<file path="src/rtl/alu_share_arbiter_if.sv">
// Request/response bundle between the two requesters and the shared-ALU arbiter.
// The requester side uses master; the arbiter uses slave.
interface alu_share_arbiter_if #(
    parameter int WIDTH = 32
);
    logic             req0_valid;
    logic             req0_ready;
    logic [3:0]       req0_ctrl;
    logic [WIDTH-1:0] req0_a;
    logic [WIDTH-1:0] req0_b;
    logic             req1_valid;
    logic             req1_ready;
    logic [3:0]       req1_ctrl;
    logic [WIDTH-1:0] req1_a;
    logic [WIDTH-1:0] req1_b;
    logic             resp0_valid;
    logic             resp0_ready;
    logic             resp1_valid;
    logic             resp1_ready;
    logic [WIDTH-1:0] resp_result;
    logic [2:0]       resp_flags;

    modport master (
        output req0_valid, req0_ctrl, req0_a, req0_b,
        output req1_valid, req1_ctrl, req1_a, req1_b,
        output resp0_ready, resp1_ready,
        input  req0_ready, req1_ready,
        input  resp0_valid, resp1_valid, resp_result, resp_flags
    );

    modport slave (
        input  req0_valid, req0_ctrl, req0_a, req0_b,
        input  req1_valid, req1_ctrl, req1_a, req1_b,
        input  resp0_ready, resp1_ready,
        output req0_ready, req1_ready,
        output resp0_valid, resp1_valid, resp_result, resp_flags
    );
endinterface

</file>
<file path="src/rtl/alu_share_arbiter.sv">
// Round-robin arbiter sharing one combinational ALU between two requesters:
// accept in IDLE, one EXEC cycle, then hold the response until consumed.
module alu_share_arbiter #(
    parameter int WIDTH = 32
) (
    input  logic               clk,
    input  logic               rst,
    alu_share_arbiter_if.slave bus,
    output logic [3:0]         alu_ctrl,
    output logic [WIDTH-1:0]   alu_in1,
    output logic [WIDTH-1:0]   alu_in2,
    input  logic [WIDTH-1:0]   alu_result,
    input  logic               alu_carry,
    input  logic               alu_zero,
    input  logic               alu_ovf
);
    localparam logic [1:0] IDLE = 2'd0;
    localparam logic [1:0] EXEC = 2'd1;
    localparam logic [1:0] RESP = 2'd2;

    logic [1:0]       state;
    logic             rr_ptr;
    logic             grant_id;
    logic             pick;
    logic             accept;
    logic             resp_done;
    logic [3:0]       op_ctrl;
    logic [WIDTH-1:0] op_a;
    logic [WIDTH-1:0] op_b;
    logic [WIDTH-1:0] res;
    logic [2:0]       flags;

    // rr_ptr only breaks ties; a lone valid requester always wins.
    always_comb begin
        pick      = (bus.req0_valid & bus.req1_valid) ? rr_ptr : bus.req1_valid;
        accept    = (state == IDLE) & (bus.req0_valid | bus.req1_valid);
        resp_done = (state == RESP) & (grant_id ? bus.resp1_ready : bus.resp0_ready);
    end

    assign bus.req0_ready  = accept & ~pick;
    assign bus.req1_ready  = accept & pick;
    assign bus.resp0_valid = (state == RESP) & ~grant_id;
    assign bus.resp1_valid = (state == RESP) & grant_id;
    assign bus.resp_result = res;
    assign bus.resp_flags  = flags;

    assign alu_ctrl = op_ctrl;
    assign alu_in1  = op_a;
    assign alu_in2  = op_b;

    always_ff @(posedge clk) begin
        if (rst) begin
            state    <= IDLE;
            rr_ptr   <= 1'b0;
            grant_id <= 1'b0;
            op_ctrl  <= '0;
            op_a     <= '0;
            op_b     <= '0;
            res      <= '0;
            flags    <= '0;
        end else begin
            case (state)
                IDLE: begin
                    if (accept) begin
                        op_ctrl  <= pick ? bus.req1_ctrl : bus.req0_ctrl;
                        op_a     <= pick ? bus.req1_a    : bus.req0_a;
                        op_b     <= pick ? bus.req1_b    : bus.req0_b;
                        grant_id <= pick;
                        state    <= EXEC;
                    end
                end
                EXEC: begin
                    res   <= alu_result;
                    flags <= {alu_carry, alu_zero, alu_ovf};
                    state <= RESP;
                end
                RESP: begin
                    if (resp_done) begin
                        rr_ptr <= ~grant_id;
                        state  <= IDLE;
                    end
                end
                default: state <= IDLE;
            endcase
        end
    end
endmodule

</file>
<file path="src/flat_wrapper.sv">
// flat-port wrapper written by rule: the top's interface ports become plain ports
module alu_share_arbiter_flat 
#(
    parameter int WIDTH = 32
)
  (clk, rst, alu_ctrl, alu_in1, alu_in2, alu_result, alu_carry, alu_zero, alu_ovf, bus_req0_valid, bus_req0_ctrl, bus_req0_a, bus_req0_b, bus_req1_valid, bus_req1_ctrl, bus_req1_a, bus_req1_b, bus_resp0_ready, bus_resp1_ready, bus_req0_ready, bus_req1_ready, bus_resp0_valid, bus_resp1_valid, bus_resp_result, bus_resp_flags);
  alu_share_arbiter_if #(.WIDTH(WIDTH)) bus_i ();
  input  logic clk;
  input  logic rst;
  output logic [3:0] alu_ctrl;
  output logic [WIDTH-1:0] alu_in1;
  output logic [WIDTH-1:0] alu_in2;
  input  logic [WIDTH-1:0] alu_result;
  input  logic alu_carry;
  input  logic alu_zero;
  input  logic alu_ovf;
  input wire logic [$bits(bus_i.req0_valid)-1:0] bus_req0_valid;
  input wire logic [$bits(bus_i.req0_ctrl)-1:0] bus_req0_ctrl;
  input wire logic [$bits(bus_i.req0_a)-1:0] bus_req0_a;
  input wire logic [$bits(bus_i.req0_b)-1:0] bus_req0_b;
  input wire logic [$bits(bus_i.req1_valid)-1:0] bus_req1_valid;
  input wire logic [$bits(bus_i.req1_ctrl)-1:0] bus_req1_ctrl;
  input wire logic [$bits(bus_i.req1_a)-1:0] bus_req1_a;
  input wire logic [$bits(bus_i.req1_b)-1:0] bus_req1_b;
  input wire logic [$bits(bus_i.resp0_ready)-1:0] bus_resp0_ready;
  input wire logic [$bits(bus_i.resp1_ready)-1:0] bus_resp1_ready;
  output wire logic [$bits(bus_i.req0_ready)-1:0] bus_req0_ready;
  output wire logic [$bits(bus_i.req1_ready)-1:0] bus_req1_ready;
  output wire logic [$bits(bus_i.resp0_valid)-1:0] bus_resp0_valid;
  output wire logic [$bits(bus_i.resp1_valid)-1:0] bus_resp1_valid;
  output wire logic [$bits(bus_i.resp_result)-1:0] bus_resp_result;
  output wire logic [$bits(bus_i.resp_flags)-1:0] bus_resp_flags;
  assign bus_i.req0_valid = bus_req0_valid;
  assign bus_i.req0_ctrl = bus_req0_ctrl;
  assign bus_i.req0_a = bus_req0_a;
  assign bus_i.req0_b = bus_req0_b;
  assign bus_i.req1_valid = bus_req1_valid;
  assign bus_i.req1_ctrl = bus_req1_ctrl;
  assign bus_i.req1_a = bus_req1_a;
  assign bus_i.req1_b = bus_req1_b;
  assign bus_i.resp0_ready = bus_resp0_ready;
  assign bus_i.resp1_ready = bus_resp1_ready;
  assign bus_req0_ready = bus_i.req0_ready;
  assign bus_req1_ready = bus_i.req1_ready;
  assign bus_resp0_valid = bus_i.resp0_valid;
  assign bus_resp1_valid = bus_i.resp1_valid;
  assign bus_resp_result = bus_i.resp_result;
  assign bus_resp_flags = bus_i.resp_flags;
  alu_share_arbiter #(.WIDTH(WIDTH)) u_core (.clk(clk), .rst(rst), .bus(bus_i), .alu_ctrl(alu_ctrl), .alu_in1(alu_in1), .alu_in2(alu_in2), .alu_result(alu_result), .alu_carry(alu_carry), .alu_zero(alu_zero), .alu_ovf(alu_ovf));
endmodule
</file>
<file path="config.mk">
export PLATFORM = sky130hd
export DESIGN_NAME = alu_share_arbiter_flat
export DESIGN_NICKNAME = d
export VERILOG_FILES = /design/src/rtl/alu_share_arbiter_if.sv /design/src/rtl/alu_share_arbiter.sv /design/src/flat_wrapper.sv
export SDC_FILE = /design/constraint.sdc
export NUM_CORES = 1
export LEC_CHECK = 0
export CORE_MARGIN = 2
export CORE_UTILIZATION = 29
export CTS_BUF_LIST = sky130_fd_sc_hd__clkbuf_8 sky130_fd_sc_hd__clkbuf_16
export DETAILED_ROUTE_END_ITERATION = 7
export PLACE_DENSITY_LB_ADDON = 0.25
export SYNTH_ARGS = -nofsm -noshare
export SYNTH_HDL_FRONTEND = slang
export SYNTH_SLANG_ARGS = --single-unit
</file>
<file path="constraint.sdc">
create_clock -name clk -period 2.1 [get_ports clk]
set_input_delay 0.63 -clock clk [delete_from_list [all_inputs] [get_ports clk]]
set_output_delay 0.63 -clock clk [all_outputs]
set_load 0.005 [all_outputs]
</file>
Word-level counts from Yosys, hierarchy flattened
Index checks and enable logic that the tools add are counted.

Bitwise logic cells: 10. Reduce and logical (&&, ||, !) cells: 4. Multiplexer cells: 8. Equal/unequal tests: 4.

Operator list (count): $mux W32 (2); $and A1 B1 Y1 (7); $pmux W2 S3 (1); $reduce_and A2 Y1 (3); $mux W2 (2); $mux W4 (1); $ne A2 B1 Y1 const B (2); $eq A2 B1 Y1 const B (1); $eq A2 B2 Y1 const B (1); $logic_not A2 Y1 (1); $mux W1 (2); $not A1 Y1 (2); $or A1 B1 Y1 (1).

Flip-flop bits (word level): 107. Bits of input ports: 177.

Depth between registers and ports, before layout
Depth after elaboration: 4. Mapped depth: 7. Depth with buffers taken out: 3.

Worst setup path after synthesis
OpenSTA, ideal clock, no wires.

Path type: in2out. Start: input bus_req0_valid. End: output bus_req1_ready. Stages: 6. Slack: 6 ps. Arrival time: 1464 ps. Cell sequence: buf_2 -> nand2b_1 -> clkbuf_2 -> buf_2 -> buf_4 -> and3_1.

Word-level cells in the longest chain between the ends: 3. Elaborated cells on any way between the ends: 5.

RTL lines: start, declared (line flat_wrapper.sv:17) `input wire logic [$bits(bus_i.req0_valid)-1:0] bus_req0_valid;`; $or A1 B1 Y1 / $and A1 B1 Y1 (equally long branches) (line alu_share_arbiter.sv:36, alu_share_arbiter.sv:35); $and A1 B1 Y1 / $mux W1 (equally long branches) (line alu_share_arbiter.sv:36, alu_share_arbiter.sv:35); $and A1 B1 Y1 * (line alu_share_arbiter.sv:41) `assign bus.req1_ready = accept & pick;`; end, declared (line flat_wrapper.sv:28) `output wire logic [$bits(bus_i.req1_ready)-1:0] bus_req1_ready;`.

Every way passes the cells marked *; elsewhere a longest branch is shown, timed or not.

Worst setup path after layout
Start: input bus_req1_valid. End: output bus_req0_ready.

Word-level cells in the longest chain between the ends: 4. Elaborated cells on any way between the ends: 6.

RTL lines: start, declared (line flat_wrapper.sv:21) `input wire logic [$bits(bus_i.req1_valid)-1:0] bus_req1_valid;`; $and A1 B1 Y1 (line alu_share_arbiter.sv:35) `pick = (bus.req0_valid & bus.req1_valid) ? rr_ptr : bus.req1_valid;`; $mux W1 (line alu_share_arbiter.sv:35); $not A1 Y1 (line alu_share_arbiter.sv:40) `assign bus.req0_ready = accept & ~pick;`; $and A1 B1 Y1 * (line alu_share_arbiter.sv:40); end, declared (line flat_wrapper.sv:27) `output wire logic [$bits(bus_i.req0_ready)-1:0] bus_req0_ready;`.

Marks and branches as above.

==> run_results.csv <==
group,metric,value,unit
status,status,"complete, no violations",
synthesis,synth_nets,758,
power_and_ir_drop,ir_drop,0.332,mV
sta,max_slew.worst_pin.slew,0.769,ns
power_and_ir_drop,p_comb_share,26.6,%
job,max-cap-violations,0,
synthesis,yosysTopAreaCell,"dfxtp_1",
global_routing,grt_max_degree,108,
clock_network,ctsHoldBuffers,0,
sta,skew,0.00578,ns
die,pin_count,284,
critical_path,cp_top_family,"buffers and inverters",
drt,drtIter0Drc,333,
clock_network,clockRootBuffer,"clkbuf_16",
synthesis,ys_types,27,
sta,fmax,511,MHz
drt,drc,0,
drt,wl_per_cell,17.3,um
critical_path,r2r_slack,0.42,ns
sta,rsz0062_at_grt,"false",
synthesis,seq_area_frac_synth,46.6,%
synthesis,async_flop_share,0,%
synthesis,synthCells,581,
critical_path,crit_cells,4,
sta,setup_slack,0.144,ns
synthesis,synth_ff_type,"dfxtp_1",
die,coreArea,15700,um^2
final_layout,diodes,0,
final_layout,stdcell_area,7860,um^2
clock_network,clock_sinks,107,
clock_network,tritoncts,"built",
clock_network,numCtsBuffers,9,
synthesis,yosysWarnings,0,
global_routing,grt.total_usage,20.4,%
final_layout,synthToLayoutAreaGrowth,71.0,%
die,dieArea,16900,um^2
synthesis,synth_edf_count,0,
synthesis,syn_area,4600,um^2
die,row_count,46,
clock_network,clock_path_buffers,2,
min_path,hp-class,"flop to flop",
drt,postRouteAntennaNets,0,
final_layout,final_nets,994,
critical_path,required,1.47,ns
critical_path,reg2reg_depth,4,
placed_design,place_congestion,0.773,
min_path,min_path_cells,2,
power_and_ir_drop,p_int,3.94,mW
die,die_w,130,um
critical_path,path_max_fanout,4,
placed_design,placedCellCount,1022,
critical_path,cpPeakStageDelay,0.23,ns
drt,dr.pass1.iters,4,
sta,timing.final.crit_share,93.1,%
global_routing,antenna_found_initial,0,
placed_design,io_buffers,283,
critical_path,cp.buffers_inverters,2,
clock_network,clk-insertion-delay-late,0.34,ns
sta,setup_viol,0,
drt,routed_wl,17900,um
sta,period_needed,1.96,ns
final_layout,drive_above_1_share,5.72,%
placed_design,dp_hpwl,11800,um
sta,relSlewSlack,48.7,%
placed_design,dpl_worst_slack,-0.293,ns
placed_design,placed_cell_area,7560,um^2
critical_path,crit_chain,"buf_4, a211oi_4, and2_1, clkbuf_2",
final_layout,final_cells,1038,
sta,worst_hold_slack,0.458,ns
die,die_h,130,um
synthesis,ys_ff_latch,107,
final_layout,n_fill_cell,1487,
sta,final_max_slew_viol_count,0,
critical_path,endpoint_kind,"output port",
final_layout,fin_util,50.0,%
sta,hold_viol,0,
clock_network,htreeDepth,3,
power_and_ir_drop,p_seq_share,42.0,%
power_and_ir_drop,p_clk_share,31.5,%
critical_path,critical_path.slowest_cell,"a211oi_4",
power_and_ir_drop,power_density,700,nW/um^2
synthesis,synth.avg_cell_area,7.91,um^2
power_and_ir_drop,leakagePower,2.66,nW
die,initial_core_util,29.3,%
clock_network,path_clk_slew,0.07,ns
drt,vias,5477,
critical_path,worstSetupStartpointType,"input port",
drt,drt-vias-per-instance,5.28,
global_routing,grt_pass1_wl,27400,um
global_routing,grt_pass1_vias,5413,
critical_path,path_class,"input port to output port",
critical_path,arrival,1.33,ns
power_and_ir_drop,p_sw,1.57,mW
global_routing,grt.overflow.total,0,
synthesis,synth.top_cells.by_area,"dfxtp_1, a31oi_1, nand4_1, nand3_1, o21ai_0",
power_and_ir_drop,power_switching_share,28.5,%
synthesis,yosysTopAreaCellShare,46.6,%
-- Yosys cell counts (4+ instances only) --
master	n
nand4_1	68
clkbuf_1	46
o21ai_0	68
a31oi_1	68
dfxtp_1	107
a21oi_1	37
buf_2	23
nand3_1	68
nand2_1	71
buf_4	4
-- repair_timing --
| action | CTS | global route |
|---|---|---|
| setup endpoints to repair | 4 | 1 |
| cloned | 0 | 0 |
| gates resized for setup | 10 | 2 |
| pin swaps | 0 | 0 |
| setup buffers | 0 | 0 |
| hold endpoints to repair | 0 | 0 |
-- logic make-up (layout without fill, tap and decap cells) --
family / count (synthesis) / count (layout) / share of synthesized area, %
buf+inv: 75 / 316 / 7.10
simple gates: 222 / 222 / 24.6
flops: 107 / 107 / 46.6
mux: 1 / 1 / 0.218
compound gates: 176 / 176 / 21.5
-- power groups by stage --
stage                     clock (mW)  combinational (mW)  sequential [mW]
after floorplan                    0               0.599             2.35
after detailed placement           0                1.47             2.35
after global placement             0                1.45             2.34
after global routing            1.86                1.59             2.33
after CTS                       1.79                1.48             2.31
final                           1.73                1.46             2.31
-- state kept, by name, summed over array words and instances (netlist names) --
name,count
u_core.alu_in2,32
u_core.state,2
u_core.bus.resp_flags,3
u_core.bus.resp_result,32
u_core.rr_ptr,1
u_core.alu_in1,32
u_core.alu_ctrl,4
u_core.grant_id,1
-- per-stage QoR --
stage	power (mW)	setup TNS, ns
finish	5.51	0
global route	5.78	0
CTS	5.57	0
detailed placement	3.82	-0.888
global placement	3.80	-0.502
floorplan	2.95	0
-- cell usage in the layout (no fill, tap or decap), drive strengths merged --
master         instances
mux2i                  1
nand2b                 2
clkinv                 2
nor3b                  1
o21ba                  1
nand2                 71
or2                    1
dlygate4sd2            3
nor2                   2
a31oi                 68
nand3                 68
dfxtp                107
and3                   1
o21bai                 1
clkbuf                10
bufinv                 1
clkdlybuf4s50        276
and2                   1
nand4                 68
o21ai                 68
buf                   20
nor3                   2
nor2b                  1
nand3b                 2
clkinvlp               2
a21oi                 37
inv                    2
and3b                  2
a211oi                 1
-- per-layer routing --
| layer | vias up | GRT usage, % | wire length (um) |
|---|---|---|---|
| met5 | - | 0 | 0 |
| met4 | 0 | 7.59 | 361 |
| met3 | 26 | 6.07 | 1700 |
| met2 | 293 | 34.5 | 8500 |
| met1 | 2539 | 24.6 | 7360 |
| li1 | 2619 | - | - |
-- final timing paths --
path	startpoint	endpoint
worst max-delay path	bus_req1_valid	bus_req0_ready
worst min register to register	u_core.bus.resp_result[24]$_SDFFE_PP0N_	u_core.bus.resp_result[24]$_SDFFE_PP0N_
worst max register to register	u_core.state[0]$_SDFFE_PP0P_	u_core.alu_in1[7]$_SDFFE_PP0P_
worst min-delay path	u_core.bus.resp_result[24]$_SDFFE_PP0N_	u_core.bus.resp_result[24]$_SDFFE_PP0N_
-- worst reg2reg max path, cell delays in order, from the launching register on --
cell and delay (ns):
dfxtp_2 0.36, a211oi_4 0.21, buf_4 0.65, nand3_1 0.19
a31oi_1 0.20
-- area by class of cell --
class,instances,area (um^2),share of cell area (%)
repair buffers,300,2990,38.1
well taps,216,270,3.44
clock buffers,9,225,2.86
multi-input cells,399,2150,27.4
clock inverters,7,75.1,0.955
flip-flops and latches,107,2150,27.3
Note: power is estimated with default switching activity, not from simulation.
==> RTL edit: new RTL, same settings <==
Make the reset (`rst`) asynchronous in one clocked block.
--- a/src/rtl/alu_share_arbiter.sv
+++ b/src/rtl/alu_share_arbiter.sv
@@ -48,7 +48,7 @@
     assign alu_in1  = op_a;
     assign alu_in2  = op_b;
 
-    always_ff @(posedge clk) begin
+    always_ff @(posedge clk or posedge rst) begin
         if (rst) begin
             state    <= IDLE;
             rr_ptr   <= 1'b0;
Behaviour: differs if rst is asserted again (counterexample within 4 cycles, from zero or initial values and one cycle with rst high); with rst held inactive, the same outputs for 10 cycles.
==> RTL edit against the unedited design <==
  * Global-route usage shrank 2.8 points
  * Setup slack got worse by 0.098 ns
  * Final area increased by 0.86%
  * Critical path depth did not move
  * Area after synthesis shrank 0.98%
  * Sequential cell count did not move
  * Wire length is 17% lower
Power is not compared: it rests on default switching activity, and its combinational part moved more than twofold at a synthesized area within 25%.
==> RTL edit: results (changes against the unedited design) <==
* H-tree depth at 3 (unchanged)
* R2R Setup Slk at 0.30 ns (was 0.42 ns)
* Final hold slack at 0.504 ns (was 0.458 ns)
* Net switching power at 3.23 mW
* Ant diodes at 0 (unchanged)
* CTS buffer count at 9 (unchanged)
* Slew headroom at 47.9% (was 48.7%)
* Wire length on met1 at 5.78 mm (was 7.36 mm)
* Fin Clk Skew at 0.00680 ns (was 0.00578 ns)
* WP data arrival at 1.42 ns (was 1.33 ns)
* Post-synth ARST share at 100% (was 0%)
* Sequential share of the synthesized area at 58.8% (was 46.6%)
* Largest net degree at the start of global routing at 82 (was 108)
* Crit Path Max Fanout at 3 (was 4)
* Synth unique cells at 18 (was 27)
* Hold wc startpoint: u_core.bus.resp_result[5] (was u_core.bus.resp_result[24])
* Dpl cell area at 0.00761 mm² (was 0.00756 mm²)
* Ratio of cells with drive above 1 in the final layout at 11.3% (was 5.72%)
* Top post-synthesis cells by count: dfrtp_1 (107), a221o_1 (68), o21a_1 (68), mux2_2 (35), clkbuf_1 (22) (was dfxtp_1 (107), nand2_1 (71))
* Port Buffers at 283 (unchanged)
* Die W at 129 µm (was 130 µm)
* Synth Net Count at 512 (was 758)
* RR Startpoint: u_core.state[1] (was u_core.state[0])
* Yosys warnings at 0 (unchanged)
* Cts hold-fix bufs at 0 (unchanged)
* WHS Endpoint: u_core.bus.resp_result[5] (was u_core.bus.resp_result[24])
* Global-route wire length before repair at 22.8 mm (was 27.4 mm)
* Final WL at 15.0 mm (was 17.9 mm)
* CP max stage cell: clkdlybuf4s15_1 (was a211oi_4)
* Hold path depth at 1 (was 2)
* Iter 0 DRT Violations at 179 (was 333)
* VDD IR-drop max at 0.600 mV
* Vias in the first global route at 4337 (was 5413)
* Register-to-Register Path Depth at 5 (was 4)
* Total GRT Usage at 17.7% (was 20.4%)
* Hpwl dp at 10.8 mm (was 11.8 mm)
* Initial DRT Pass Iterations at 4 (unchanged)
* Mapped Avg Cell Area at 13.6 µm² (was 7.91 µm²)
* # placed instances at 805 (was 1022)
* R2R Path End: u_core.alu_in2[10] (was u_core.alu_in1[7])
* Clk pin slew, worst setup/hold paths at 0.07 ns (about the same)
* Top Metal Used: met4 (unchanged)
* RD Place Congestion at 0.754 (was 0.773)
* CP peak stage delay at 0.26 ns (was 0.23 ns)
* WL met3 at 1.35 mm (was 1.70 mm)
* Met2 wire len at 7.47 mm (was 8.50 mm)
* Routed via count at 4050 (was 5477)
* Initial antenna violation count at 0 (unchanged)
* Finished Layout Cells at 822 (was 1038)
* Layout Nets at 783 (was 994)
* Top cells by area, synth: dfrtp_1 (59%), a221o_1 (15%), o21a_1 (11%) (was dfxtp_1 (47%), a31oi_1 (9.3%), nand4_1 (9.3%))
* Placement Setup Slack at -0.432 ns (was -0.293 ns)
* Status: complete, no violations (unchanged)
RTL edit: cell families after synthesis:
group           synth area share, %
compound gates                 27.0
buf+inv                        4.10
flops                          58.8
mux                            8.66
simple gates                   1.46
RTL edit: routing by layer:
layer | global-route usage (%) | up-vias
met5 | 0 | -
met4 | 7.54 | 0
met3 | 5.99 | 19
met2 | 31.1 | 177
met1 | 19.4 | 2014
li1 | - | 1840
RTL edit: power by group through the flow:
stage	combinational, mW	sequential, mW	clock (mW)
after floorplan	2.43	3.71	0
after global placement	5.28	3.63	0
after detailed placement	5.37	3.68	0
after CTS	5.40	3.66	1.80
after global routing	5.74	3.77	1.88
final	5.32	3.66	1.74
RTL edit: worst max path at each step:
stage / from / end / slack, ns / depth (start not counted)
2_1_floorplan: rst / u_core.alu_ctrl[0] / 0.18 / 1
3_3_place_gp: bus_req0_valid / bus_req0_ready / -0.42 / 3
3_5_place_dp: bus_req0_valid / bus_req0_ready / -0.43 / 3
4_1_cts: u_core.state[0] / bus_req0_ready / -0.17 / 3
5_1_grt: bus_req0_valid / bus_req1_ready / 0.01 / 4
6_report: bus_req0_valid / bus_req1_ready / 0.05 / 4
RTL edit: repair_timing:
action,CTS,global route
pin swaps,1,0
endpoints found under the setup margin,4,2
gates resized for setup,7,3
setup buffers,1,0
RTL edit: final cells by class:
cell class	count	area, µm²
flip-flops and latches	107	2680
inverters	3	15.0
repair buffers	295	2960
clock buffers	11	253
clock inverters	5	52.6
fillers	1349	7330
well taps	211	264
multi-input cells	190	1710
RTL edit: critical path, delay by kind of cell:
| family | cells | cell delay [ns] |
|---|---|---|
| buffers and inverters | 2 | 0.52 |
| AND/OR/NAND/NOR | 2 | 0.27 |
